### src/rtl/snake_body_if.sv
// Bundle of control inputs and game-state outputs between the game core and snake_body.
// master drives tick/init/buttons/food; slave (the body engine) drives the snake state.
// No handshake: inputs are single-cycle pulses; outputs are registered state.
interface snake_body_if;
   logic         tick;
   logic         init;
   logic         btn_up;
   logic         btn_down;
   logic         btn_left;
   logic         btn_right;
   logic [7:0]   food;
   logic [127:0] locations_flat;
   logic [3:0]   length;
   logic [1:0]   dir;
   logic         ate;
   logic         dead;
   logic         win;
   logic         running;

   modport master (
      output tick, init, btn_up, btn_down, btn_left, btn_right, food,
      input  locations_flat, length, dir, ate, dead, win, running
   );

   modport slave (
      input  tick, init, btn_up, btn_down, btn_left, btn_right, food,
      output locations_flat, length, dir, ate, dead, win, running
   );
endinterface

### src/rtl/snake_body.sv
// Snake body register file and movement engine: one move/grow/collide step per tick.
// Latency: tick or init at edge N is visible in cycle N+1; ate pulses for that one cycle.
// Backpressure: none; button pulses latch a pending direction until the next tick.
module snake_body #(
   parameter int MAX_LEN  = 15,
   parameter int INIT_LEN = 3
) (
   input  logic          board_clk,
   input  logic          reset,
   snake_body_if.slave   bus
);
   typedef enum logic [1:0] {S_IDLE, S_RUN, S_DEAD, S_WIN} state_t;

   localparam logic [4:0] MAX_LEN_W  = 5'(MAX_LEN);
   localparam logic [3:0] INIT_LEN_W = 4'(INIT_LEN);

   state_t      state_q, state_d;
   logic [7:0]  slot_q [16];
   logic [7:0]  slot_d [16];
   logic [3:0]  len_q, len_d;
   logic [1:0]  dir_q, dir_d;
   logic [1:0]  pend_q, pend_d;
   logic        pend_vld_q, pend_vld_d;
   logic        ate_q, ate_d;

   logic        btn_any;
   logic [1:0]  btn_dir;
   logic [1:0]  eff_dir;
   logic [3:0]  hx, hy;
   logic [7:0]  new_head;
   logic        wall_hit;
   logic        grow;
   logic        self_hit;
   logic [4:0]  hit_limit;
   logic [127:0] flat;

   // Button priority encode and the direction actually used by the next step
   always_comb begin
      btn_any = bus.btn_up | bus.btn_down | bus.btn_left | bus.btn_right;
      btn_dir = 2'b00;
      if (bus.btn_up)         btn_dir = 2'b10;
      else if (bus.btn_down)  btn_dir = 2'b11;
      else if (bus.btn_left)  btn_dir = 2'b01;
      else                    btn_dir = 2'b00;
      // Reverse pairs share bit 1 and differ in bit 0; such a request is dropped
      eff_dir = dir_q;
      if (pend_vld_q && !((pend_q[1] == dir_q[1]) && (pend_q[0] != dir_q[0])))
         eff_dir = pend_q;
   end

   // Candidate head, wall check, growth and self-collision for the coming step
   always_comb begin
      hx       = slot_q[0][7:4];
      hy       = slot_q[0][3:0];
      wall_hit = 1'b0;
      new_head = slot_q[0];
      case (eff_dir)
         2'b00: begin wall_hit = (hx == 4'd15); new_head = {hx + 4'd1, hy}; end
         2'b01: begin wall_hit = (hx == 4'd0);  new_head = {hx - 4'd1, hy}; end
         2'b10: begin wall_hit = (hy == 4'd0);  new_head = {hx, hy - 4'd1}; end
         default: begin wall_hit = (hy == 4'd15); new_head = {hx, hy + 4'd1}; end
      endcase
      grow = (new_head == bus.food);
      // The tail cell vacates during a non-growing step, so it is not an obstacle
      hit_limit = grow ? {1'b0, len_q} : ({1'b0, len_q} - 5'd1);
      self_hit  = 1'b0;
      for (int i = 0; i < 16; i++) begin
         if ((5'(i) < hit_limit) && (slot_q[i] == new_head))
            self_hit = 1'b1;
      end
   end

   // Next-state: init load, step on tick, pending-direction capture
   always_comb begin
      state_d    = state_q;
      slot_d     = slot_q;
      len_d      = len_q;
      dir_d      = dir_q;
      pend_d     = pend_q;
      pend_vld_d = pend_vld_q;
      ate_d      = 1'b0;
      if (bus.init) begin
         state_d = S_RUN;
         for (int i = 0; i < 16; i++) slot_d[i] = 8'h00;
         slot_d[0]  = 8'h77;
         slot_d[1]  = 8'h67;
         slot_d[2]  = 8'h57;
         len_d      = INIT_LEN_W;
         dir_d      = 2'b00;
         pend_d     = 2'b00;
         pend_vld_d = 1'b0;
      end else if (state_q == S_RUN) begin
         if (bus.tick) begin
            dir_d      = eff_dir;
            // A pulse coincident with the tick is kept for the following step
            pend_vld_d = btn_any;
            pend_d     = btn_any ? btn_dir : 2'b00;
            if (wall_hit || self_hit) begin
               state_d = S_DEAD;
            end else begin
               for (int i = 1; i < 16; i++) slot_d[i] = slot_q[i-1];
               slot_d[0] = new_head;
               if (grow) begin
                  len_d = len_q + 4'd1;
                  ate_d = 1'b1;
                  if (({1'b0, len_q} + 5'd1) == MAX_LEN_W) state_d = S_WIN;
               end else begin
                  slot_d[len_q] = 8'h00;
               end
            end
         end else if (btn_any) begin
            pend_vld_d = 1'b1;
            pend_d     = btn_dir;
         end
      end
   end

   // State registers with asynchronous active-high reset
   always_ff @(posedge board_clk or posedge reset) begin
      if (reset) begin
         state_q    <= S_IDLE;
         for (int i = 0; i < 16; i++) slot_q[i] <= 8'h00;
         len_q      <= 4'd0;
         dir_q      <= 2'b00;
         pend_q     <= 2'b00;
         pend_vld_q <= 1'b0;
         ate_q      <= 1'b0;
      end else begin
         state_q    <= state_d;
         slot_q     <= slot_d;
         len_q      <= len_d;
         dir_q      <= dir_d;
         pend_q     <= pend_d;
         pend_vld_q <= pend_vld_d;
         ate_q      <= ate_d;
      end
   end

   // Pack the slots, head in the low byte
   always_comb begin
      flat = '0;
      for (int i = 0; i < 16; i++) flat[8*i +: 8] = slot_q[i];
   end

   assign bus.locations_flat = flat;
   assign bus.length         = len_q;
   assign bus.dir            = dir_q;
   assign bus.ate            = ate_q;
   assign bus.dead           = (state_q == S_DEAD);
   assign bus.win            = (state_q == S_WIN);
   assign bus.running        = (state_q == S_RUN);
endmodule

### src/flat_wrapper.sv
// flat-port wrapper written by rule: the top's interface ports become plain ports
module snake_body_flat 
#(
   parameter int MAX_LEN  = 15,
   parameter int INIT_LEN = 3
)
  (board_clk, reset, bus_tick, bus_init, bus_btn_up, bus_btn_down, bus_btn_left, bus_btn_right, bus_food, bus_locations_flat, bus_length, bus_dir, bus_ate, bus_dead, bus_win, bus_running);
  snake_body_if bus_i ();
  input  logic board_clk;
  input  logic reset;
  input wire logic [$bits(bus_i.tick)-1:0] bus_tick;
  input wire logic [$bits(bus_i.init)-1:0] bus_init;
  input wire logic [$bits(bus_i.btn_up)-1:0] bus_btn_up;
  input wire logic [$bits(bus_i.btn_down)-1:0] bus_btn_down;
  input wire logic [$bits(bus_i.btn_left)-1:0] bus_btn_left;
  input wire logic [$bits(bus_i.btn_right)-1:0] bus_btn_right;
  input wire logic [$bits(bus_i.food)-1:0] bus_food;
  output wire logic [$bits(bus_i.locations_flat)-1:0] bus_locations_flat;
  output wire logic [$bits(bus_i.length)-1:0] bus_length;
  output wire logic [$bits(bus_i.dir)-1:0] bus_dir;
  output wire logic [$bits(bus_i.ate)-1:0] bus_ate;
  output wire logic [$bits(bus_i.dead)-1:0] bus_dead;
  output wire logic [$bits(bus_i.win)-1:0] bus_win;
  output wire logic [$bits(bus_i.running)-1:0] bus_running;
  assign bus_i.tick = bus_tick;
  assign bus_i.init = bus_init;
  assign bus_i.btn_up = bus_btn_up;
  assign bus_i.btn_down = bus_btn_down;
  assign bus_i.btn_left = bus_btn_left;
  assign bus_i.btn_right = bus_btn_right;
  assign bus_i.food = bus_food;
  assign bus_locations_flat = bus_i.locations_flat;
  assign bus_length = bus_i.length;
  assign bus_dir = bus_i.dir;
  assign bus_ate = bus_i.ate;
  assign bus_dead = bus_i.dead;
  assign bus_win = bus_i.win;
  assign bus_running = bus_i.running;
  snake_body #(.MAX_LEN(MAX_LEN), .INIT_LEN(INIT_LEN)) u_core (.board_clk(board_clk), .reset(reset), .bus(bus_i));
endmodule
### config.mk
export PLATFORM = sky130hd
export DESIGN_NAME = snake_body_flat
export DESIGN_NICKNAME = d
export VERILOG_FILES = /design/src/rtl/snake_body_if.sv /design/src/rtl/snake_body.sv /design/src/flat_wrapper.sv
export SDC_FILE = /design/constraint.sdc
export NUM_CORES = 1
export LEC_CHECK = 0
export ABC_AREA = 1
export CAP_MARGIN = 10
export CORE_MARGIN = 2
export CORE_UTILIZATION = 40
export DETAILED_ROUTE_END_ITERATION = 10
export GPL_TIMING_DRIVEN = 0
export MAX_ROUTING_LAYER = met4
export SYNTH_ARGS = -nofsm -noshare
export SYNTH_HDL_FRONTEND = slang
export SYNTH_SLANG_ARGS = --single-unit
### constraint.sdc
create_clock -name board_clk -period 14.1 [get_ports board_clk]
set_input_delay 2.82 -clock board_clk [delete_from_list [all_inputs] [get_ports board_clk]]
set_output_delay 2.82 -clock board_clk [all_outputs]
set_load 0.01 [all_outputs]
# After elaboration in Yosys (flattened, before gate mapping)
# Index checks and enable logic that the tools add are counted.
word_totals:
  reg_bits: 140
  inputBits: 16
  out_inout_bits: 138
  elab_cells: 174
op_classes:
  n_addsub: 7
  n_lt_le_gt_ge: 18
  eq_ne: 28
  mux: 58
  bitwise_logic: 6
  reduce_logical: 35
ops:
  columns: ["operator", "n"]
  rows:
  - ["two-way mux 128 bit", 5]
  - ["== test 8 bit", 17]
  - ["AND 128 bit", 1]
  - ["inverter 128 bit", 1]
  - ["less-than comparator 4 x 5 -> 1 bit, first input constant", 8]
  - ["two-way mux 2 bit", 17]
  - ["demux 8 bit (select 4 bit)", 1]
  - ["two-way mux 1 bit", 26]
  - ["one-hot mux 8 bit (3 select lines)", 1]
  - ["less-than comparator 3 x 5 -> 1 bit, first input constant", 4]
  - ["two-way mux 4 bit", 5]
  - ["logical AND 1 bit", 19]
  - ["adder 4 x 1 -> 4 bit, second input constant", 3]
  - ["less-than comparator 1 x 5 -> 1 bit, first input constant", 2]
  - ["less-than comparator 2 x 5 -> 1 bit, first input constant", 2]
  - ["nonzero test 3 bit", 3]
  - ["== test 4 bit, second input constant", 2]
  - ["logical NOT 4 bit", 2]
  - ["two-way mux 8 bit", 1]
  - ["AND reduction 4 bit", 2]
  - ["subtractor 4 x 1 -> 4 bit, second input constant", 2]
  - ["== test 2 bit, second input constant", 3]
  - ["nonzero test 2 bit", 3]
  - ["adder 4 x 1 -> 5 bit, second input constant", 1]
  - ["17 further kinds", 21]

# Depth between registers and ports, before layout
# Gate-level depths: netlist of the first run.
logic_depth:
  word_depth: 32
  mapped_depth: 37
  depth_no_buf: 35

# Worst setup path after synthesis of the first run
# OpenSTA, ideal clock, no wires.
synth_path:
  kind: "input to register"
  start: "input bus_food[1]"
  end: "register u_core.slot_q, in the netlist u_core.bus.locations_flat[11]"
  setup_time_ns: 0.117
  arrival_ns: 4.975
  path_slack_ns: 9.008
  cell_stages: 22
  path_cell_list: "nand3b_1 -> nand2_1 -> nand2_1 -> nor2_1 -> nand3_1 -> nor2_4 -> nand3_4 -> buf_6 -> nand2_1 -> nand2_1 -> nor2_1 -> nand2_1 -> nand2_1 -> nand3_1 -> nor2_1 -> nand2_1 -> o21ai_4 -> nand2_2 -> buf_4 -> buf_6 -> nand2_1 -> nand2_1"
synth_between:
  elab_chain_cells: 23
synth_lines:
  columns: ["item", "line_no", "source"]
  rows:
  - ["from (decl)", "flat_wrapper.sv:17", "input wire logic [$bits(bus_i.food)-1:0] bus_food;"]
  - ["== test 8 bit *", "snake_body.sv:63", "grow = (new_head == bus.food);"]
  - ["two-way mux 5 bit", "snake_body.sv:65", "hit_limit = grow ? {1'b0, len_q} : ({1'b0, len_q} - 5'd1);"]
  - ["less-than comparator 1 x 5 -> 1 bit", "snake_body.sv:68", "if ((5'(i) < hit_limit) && (slot_q[i] == new_head))"]
  - ["logical AND 1 bit", "snake_body.sv:68", null]
  - ["two-way mux 1 bit (16 in a row)", "snake_body.sv:68", null]
  - ["logical OR 1 bit", "snake_body.sv:98", "if (wall_hit || self_hit) begin"]
  - ["inequality test 2 bit (no line)", null, null]
  - ["AND reduction 3 bit (no line)", null, null]
  - ["to (signal assigned)", "snake_body.sv:130", "slot_q <= slot_d;"]
  - ["to (decl)", "snake_body.sv:18", "logic [7:0] slot_q [16];"]
# Every way passes the cells marked *; elsewhere a longest branch is shown, timed or not. The select of a mux whose other input is x is not followed.
# A chain may end at the register's enable or synchronous reset.

# Worst setup path after layout of the first run
layout_path:
  start: "input bus_food[5]"
  end: "register u_core.slot_q, in the netlist u_core.bus.locations_flat[29]"
# The elaborated chain is that of the path after synthesis.

==> results.sh, run 1 <==
export IMPL_status="completed"
export IMPL_vias_per_cell=5.30
export IMPL_fin_nets=1373
export IMPL_holdBufCountCts=0
export IMPL_dr_max_layer_used="met4"
export IMPL_layoutNonFillerInstCount=1638
export IMPL_fin_skew_ns=0.00943
export IMPL_clock_latency_ns=0.43
export IMPL_timing_final_crit_share_pct=42.1
export IMPL_ant_nets=0
export IMPL_cp_end_kind="register"
export IMPL_setup_tns_ns=0
export IMPL_cts_repair_resize_count=0
export IMPL_clkSinkCount=140
export IMPL_grt_antenna_before_repair=0
export IMPL_dp_hpwl_mm=21.9
export IMPL_multi_input_area_um2=4580
export IMPL_cts_htree_levels=4
export IMPL_grt_pass1_vias=8401
export IMPL_fp_row_count=54
export IMPL_yosysTopAreaCell="dfrtp_1"
export IMPL_met1_length_mm=14.3
export IMPL_io_buffers=153
export IMPL_dr_wl_met2_mm=13.5
export IMPL_drc=0
export IMPL_vias=8678
export IMPL_dieArea_um2=23100
export IMPL_final_layout_size_suffix_gt1_share_pct=7.51
export IMPL_overflow=0
export IMPL_die_height_um=152
export IMPL_synth_distinct_cells=33
export IMPL_worst_ep_arrival_time_ns=6.30
export IMPL_grt_max_degree=92
export IMPL_area_growth_pct=28.9
export IMPL_grtUsageTotal_pct=27.5
export IMPL_ys_top_cells_by_area="dfrtp_1 40%, nand2_1 19%, nand4_1 9.2%"
export IMPL_cts_max_path_buffers=2
export IMPL_cap_violations=0
export IMPL_slew_headroom_pct=25.9
export IMPL_postCtsSetupBuffers=0
export IMPL_power_leakage_nw=5.61
export IMPL_synth_seq_cells=140
export IMPL_grt_pass1_wl_mm=48.5
export IMPL_fmax_mhz=169
export IMPL_cts_buffers_inserted=17
export IMPL_rsz0062_at_grt="no"
export IMPL_path_clk_slew_ns=0.07
export IMPL_drt_total_wl_mm=30.6
export IMPL_nFillCells=2172
export IMPL_wire_per_inst_um=18.7
export IMPL_final_hold_violation_count=0
export IMPL_gp_congestion=0.942
export IMPL_start_kind="input port"
export IMPL_die_x_um=152
export IMPL_min_period_ns=5.93
export IMPL_fin_util_pct=52.1
export IMPL_synth_warnings=0
export IMPL_cts_root_buffer="clkbuf_16"
export IMPL_syn_inst=1172
export IMPL_hp_class="reg -> reg"
export IMPL_start_util_pct=40.4
export IMPL_p_per_area_nw_per_um2=212
export IMPL_netlist_area_leader_share_pct=40.0
export IMPL_ir_drop_v=0.000132
export IMPL_cp_max_fo=10
export IMPL_dp_cells=1606
export IMPL_io_pins=154
export IMPL_synth_area_um2=8760
export IMPL_synthesis_nets=1200
export IMPL_required_ns=14.46
export IMPL_diodes=0
export IMPL_cts_tree="done"
export IMPL_fin_hold_ws_ns=0.506
export IMPL_regArea_um2=3500
export IMPL_core_area_um2=21700
export IMPL_tightest_slew_ns=1.11
export IMPL_criticalPathCategory="in -> reg"
export IMPL_seq_area_frac_synth_pct=40.0
export IMPL_drtIter0Drc=697
export IMPL_drt_pre_antenna_iters=5
export IMPL_setup_violations=0
export IMPL_final_max_slew_viol_count=0
export IMPL_synth_avg_cell_area_um2=7.48
export IMPL_met3_length_mm=1.85
==> per-stage QoR <==
stage | cell area, um^2 | power (W) | setup WS [ns]
4_1_cts | 11300 | 0.00238 | 8.22
3_3_place_gp | 10600 | 0.00189 | 5.24
5_1_grt | 11300 | 0.00255 | 7.90
2_1_floorplan | 8760 | 0.00144 | 7.53
6_report | 11300 | 0.00239 | 8.17
3_5_place_dp | 10700 | 0.00190 | 7.78
==> critical path: stages <==
cell	delay [ns]
clkdlybuf4s50_1	0.49
inv_1	0.05
nand3_1	0.07
nand2_1	0.05
inv_1	0.05
nand2_1	0.04
nor2_1	0.14
nand3_1	0.15
nor2_4	0.21
nand3_4	0.14
nand2_2	0.21
inv_2	0.15
nor2_4	0.18
nand2_1	0.07
nand3_1	0.10
nand2_1	0.06
nor2_1	0.14
nand2_1	0.15
nor2_4	0.29
buf_4	0.28
buf_2	0.24
nand4_1	0.12
nand2_1	0.10
==> logic make-up (layout without fill, tap and decap cells) <==
kind of cell	Yosys count	count (layout)	synth area share, %
compound gates	45	45	2.97
simple gates	736	736	38.0
xor+xnor	96	96	9.59
fa+ha+maj	12	12	1.71
buf+inv	143	329	7.71
flops	140	140	40.0
==> placed cells by master, fill, tap and decap left out, drive strengths merged, types with 10 or more instances in the layout <==
cell,n
nor2,55
clkbuf,46
inv,86
xnor2,58
clkdlybuf4s50,153
o21ai,27
nand3,61
nand2,455
buf,35
ha,12
or2,10
nor3,13
xor2,38
nand4,129
dfrtp,140
==> layer usage <==
layer  vias up  GRT usage, %
met4         0          9.66
met1      4156          38.2
li1       4192             -
met2       278          40.6
met3        52          4.85
met5         -             -
==> report_power, final <==
part | internal [W] | switching (W) | leakage (nW)
sequential | 0.000443 | 0.0000631 | 1.90
clock | 0.000290 | 0.000190 | 0.294
combinational | 0.000479 | 0.000926 | 3.42
==> cells in the mapped netlist, drive strengths merged <==
| library cell | n |
|---|---|
| dfrtp | 140 |
| nor2 | 55 |
| nand3b | 4 |
| o22ai | 6 |
| o32ai | 1 |
| nand2 | 455 |
| nand3 | 61 |
| or2 | 10 |
| buf | 34 |
| o21bai | 1 |
| ha | 12 |
| xnor2 | 58 |
| a211o | 1 |
| o21ai | 27 |
| nand4 | 129 |
| clkbuf | 26 |
| a21oi | 6 |
| xor2 | 38 |
| nor3 | 13 |
| inv | 83 |
| a211oi | 2 |
| a31oi | 1 |
| nor4 | 9 |
==> worst paths after layout <==
| kind | slack, ns | endpoint | from | depth (start not counted) |
|---|---|---|---|---|
| min | 0.51 | u_core.state_q[1]$_DFFE_PP0P_ | u_core.state_q[1]$_DFFE_PP0P_ | 2 |
| min in group asynchronous | 2.80 | u_core.bus.locations_flat[40]$_DFFE_PP0P_ | reset | 2 |
| min reg2reg | 0.51 | u_core.state_q[1]$_DFFE_PP0P_ | u_core.state_q[1]$_DFFE_PP0P_ | 2 |
| max | 8.17 | u_core.bus.locations_flat[29]$_DFFE_PP0P_ | bus_food[5] | 23 |
| max reg2reg | 8.48 | u_core.bus.locations_flat[73]$_DFFE_PP0P_ | u_core.pend_vld_q$_DFFE_PP0P_ | 25 |
| max in group asynchronous | 10.45 | u_core.bus.locations_flat[124]$_DFFE_PP0P_ | reset | 3 |
==> cell type report <==
class | instances | area share (%)
inverters | 83 | 2.80
clock buffers | 20 | 4.04
well taps | 280 | 3.10
flip-flops and latches | 140 | 31.0
multi-input cells | 889 | 40.6
plain buffers | 60 | 3.22
repair buffers | 154 | 13.8
clock inverters | 12 | 1.43
==> sequential cells by signal, summed over array words and instances, names as in the netlist <==
| name | flops |
|---|---|
| u_core.bus.ate | 1 |
| u_core.bus.locations_flat | 128 |
| u_core.bus.length | 4 |
| u_core.pend_vld_q | 1 |
| u_core.state_q | 2 |
| u_core.pend_q | 2 |
| u_core.bus.dir | 2 |
Note: power is estimated with default switching activity, not from simulation.
==> inputs of run 2 (changes only) <==
clock period = 6.1 ns   (was 14.1 ns; I/O delays follow)
==> results of run 2 <==
The final DEF is identical to that of run 1. Status: completed.
Main changes from that run: setup slack after placement 7.78 ns -> 0.614 ns; setup slack after layout 8.17 ns -> 0.482 ns; start point of the critical path bus_food[5] -> u_core.pend_vld_q$_DFFE_PP0P_; end point of the critical path u_core.bus.locations_flat[29]$_DFFE_PP0P_ -> u_core.bus.locations_flat[73]$_DFFE_PP0P_; register-to-register setup slack 8.48 ns -> 0.48 ns; total power 0.00239 W -> 0.00553 W; worst IR drop on VDD 0.000132 V -> 0.000306 V
==> inputs of run 3 (changes only) <==
HOLD_SLACK_MARGIN = 0.02   (was default)
PLACE_DENSITY = 0.66   (was default)
clock period = 4.66 ns   (was 6.1 ns; I/O delays follow)
==> results.sh, run 3 (synthesis results as in run 1) <==
export IMPL_setup_tns_ns=0
export IMPL_drt_pre_antenna_iters=7
export IMPL_drc=0
export IMPL_cap_violations=0
export IMPL_cts_max_path_buffers=2
export IMPL_regToRegSetupSlack_ns=0.16
export IMPL_min_period_ns=4.50
export IMPL_fp_row_count=54
export IMPL_slew_headroom_pct=29.1
export IMPL_die_height_um=152
export IMPL_grt_max_degree=37
export IMPL_dp_hpwl_mm=21.8
export IMPL_slowest_delay_ns=0.45
export IMPL_drt_total_wl_mm=31.3
export IMPL_die_x_um=152
export IMPL_fin_area_um2=11800
export IMPL_largest_reg_flops=128
export IMPL_final_layout_size_suffix_gt1_share_pct=11.4
export IMPL_holdBufCountCts=0
export IMPL_criticalPathCategory="reg -> reg"
export IMPL_start_kind="register"
export IMPL_wire_per_inst_um=18.9
export IMPL_dieArea_um2=23100
export IMPL_status="completed"
export IMPL_area_growth_pct=34.8
export IMPL_mostFrequentLayoutCells="430 x nand2_1, 153 x clkdlybuf4s50_1, 139 x dfrtp_1"
export IMPL_worst_ep_arrival_time_ns=4.83
export IMPL_grt_antenna_before_repair=0
export IMPL_layoutNonFillerInstCount=1660
export IMPL_dp_cells=1609
export IMPL_cp_max_fo=6
export IMPL_mostFrequentLayoutCell="nand2_1"
export IMPL_timing_final_crit_share_pct=96.6
export IMPL_clock_latency_ns=0.44
export IMPL_io_buffers=153
export IMPL_fmax_mhz=222
export IMPL_ant_nets=0
export IMPL_fin_skew_ns=0.00639
export IMPL_grt_pass1_wl_mm=48.5
export IMPL_ir_drop_v=0.000397
export IMPL_r2r_cells=32
export IMPL_grt_pass1_vias=8440
export IMPL_p_per_area_nw_per_um2=650
export IMPL_cp_end_kind="register"
export IMPL_io_pins=154
export IMPL_power_leakage_nw=5.82
export IMPL_start_util_pct=40.4
export IMPL_reg2reg_to="u_core.bus.locations_flat[38]$_DFFE_PP0P_"
export IMPL_path_clk_slew_ns=0.06
export IMPL_cts_buffers_inserted=17
export IMPL_final_hold_violation_count=0
export IMPL_r2r_start="u_core.bus.dir[1]$_DFFE_PP0P_"
export IMPL_cts_htree_levels=4
export IMPL_core_area_um2=21700
export IMPL_overflow=0
export IMPL_tightest_slew_ns=1.06
export IMPL_cts_root_buffer="clkbuf_16"
export IMPL_setup_violations=0
export IMPL_gp_congestion=0.944
export IMPL_hp_class="reg -> reg"
export IMPL_fin_nets=1396
export IMPL_placed_area_um2=10700
export IMPL_critPathLaunch="u_core.bus.dir[1]$_DFFE_PP0P_"
export IMPL_clkSinkCount=140
export IMPL_crit_path_frequent_cell="nand2_1"
export IMPL_required_ns=4.98
export IMPL_final_max_slew_viol_count=0
export IMPL_cts_tree="done"
export IMPL_vias=8986
export IMPL_grtUsageTotal_pct=27.3
export IMPL_diodes=0
export IMPL_drtIter0Drc=756
export IMPL_vias_per_cell=5.41
export IMPL_cpMaxStageDelayCell="dfrtp_2"
export IMPL_crit_end="u_core.bus.locations_flat[38]$_DFFE_PP0P_"
==> run 3: final cells by class <==
type,instances,area (um^2)
buffer,59,433
clock buffer,23,468
clock inverter,8,92.6
fill,2065,9870
inverter,83,315
multi-input combinational,889,4750
sequential,140,3500
tap,280,350
timing repair buffer,178,1900
==> run 3: per-stage QoR <==
stage	util (%)	hold slack (ns)	power, W	worst slack, ns
3_5_place_dp	49.5	0.486	0.00572	-0.696
4_1_cts	52.6	0.501	0.00724	0.0277
2_1_floorplan	-	0.463	0.00436	0.429
5_1_grt	54.5	0.542	0.00812	-0.0723
3_3_place_gp	49.1	0.484	0.00566	-0.717
6_report	54.5	0.494	0.00768	0.159
==> run 3: timing repair <==
action,CTS,global route
endpoints found under the setup margin,135,135
resized for setup,21,51
gates cloned,0,7
buffers inserted,7,7
hold endpoints to repair,0,0
pin swaps,4,22
==> run 3: worst min path at each step <==
stage                                             start                            end  slack, ns  depth (start not counted)
after floorplan           u_core.state_q[1]$_DFFE_PP0P_  u_core.state_q[1]$_DFFE_PP0P_       0.46                          2
after global placement    u_core.state_q[1]$_DFFE_PP0P_  u_core.state_q[1]$_DFFE_PP0P_       0.48                          2
after detailed placement  u_core.state_q[1]$_DFFE_PP0P_  u_core.state_q[1]$_DFFE_PP0P_       0.49                          2
after CTS                 u_core.state_q[1]$_DFFE_PP0P_  u_core.state_q[1]$_DFFE_PP0P_       0.50                          2
after global routing      u_core.state_q[1]$_DFFE_PP0P_  u_core.state_q[1]$_DFFE_PP0P_       0.54                          2
final                     u_core.state_q[1]$_DFFE_PP0P_  u_core.state_q[1]$_DFFE_PP0P_       0.49                          2
==> run 3: worst max-delay path, delay by kind of cell (launching register included) <==
| family | cells | cell delay, ns |
|---|---|---|
| buffers and inverters | 6 | 0.77 |
| XOR/XNOR | 1 | 0.15 |
| AO/OA/AOI/OAI | 4 | 0.73 |
| flip-flops | 1 | 0.45 |
| AND/OR/NAND/NOR | 19 | 1.76 |
| adder cells (fa/ha/maj) | 2 | 0.54 |
==> run 3: report_power, final <==
group,internal (W),leakage [nW],switching [W]
Combinational,0.00182,3.65,0.00297
Sequential,0.00134,1.90,0.000193
Clock,0.000808,0.277,0.000540
Total,0.00397,5.82,0.00371
==> run 3: per-layer routing <==
metal / GRT usage (%) / vias to the layer above / part of all wire (%) / wire (um)
li1: - / 4236 / - / -
met1: 37.1 / 4292 / 44 / 13700
met2: 40.7 / 395 / 46 / 14300
met3: 5.85 / 63 / 7.6 / 2380
met4: 9.08 / 0 / 2.8 / 883
met5: - / - / 0 / 0
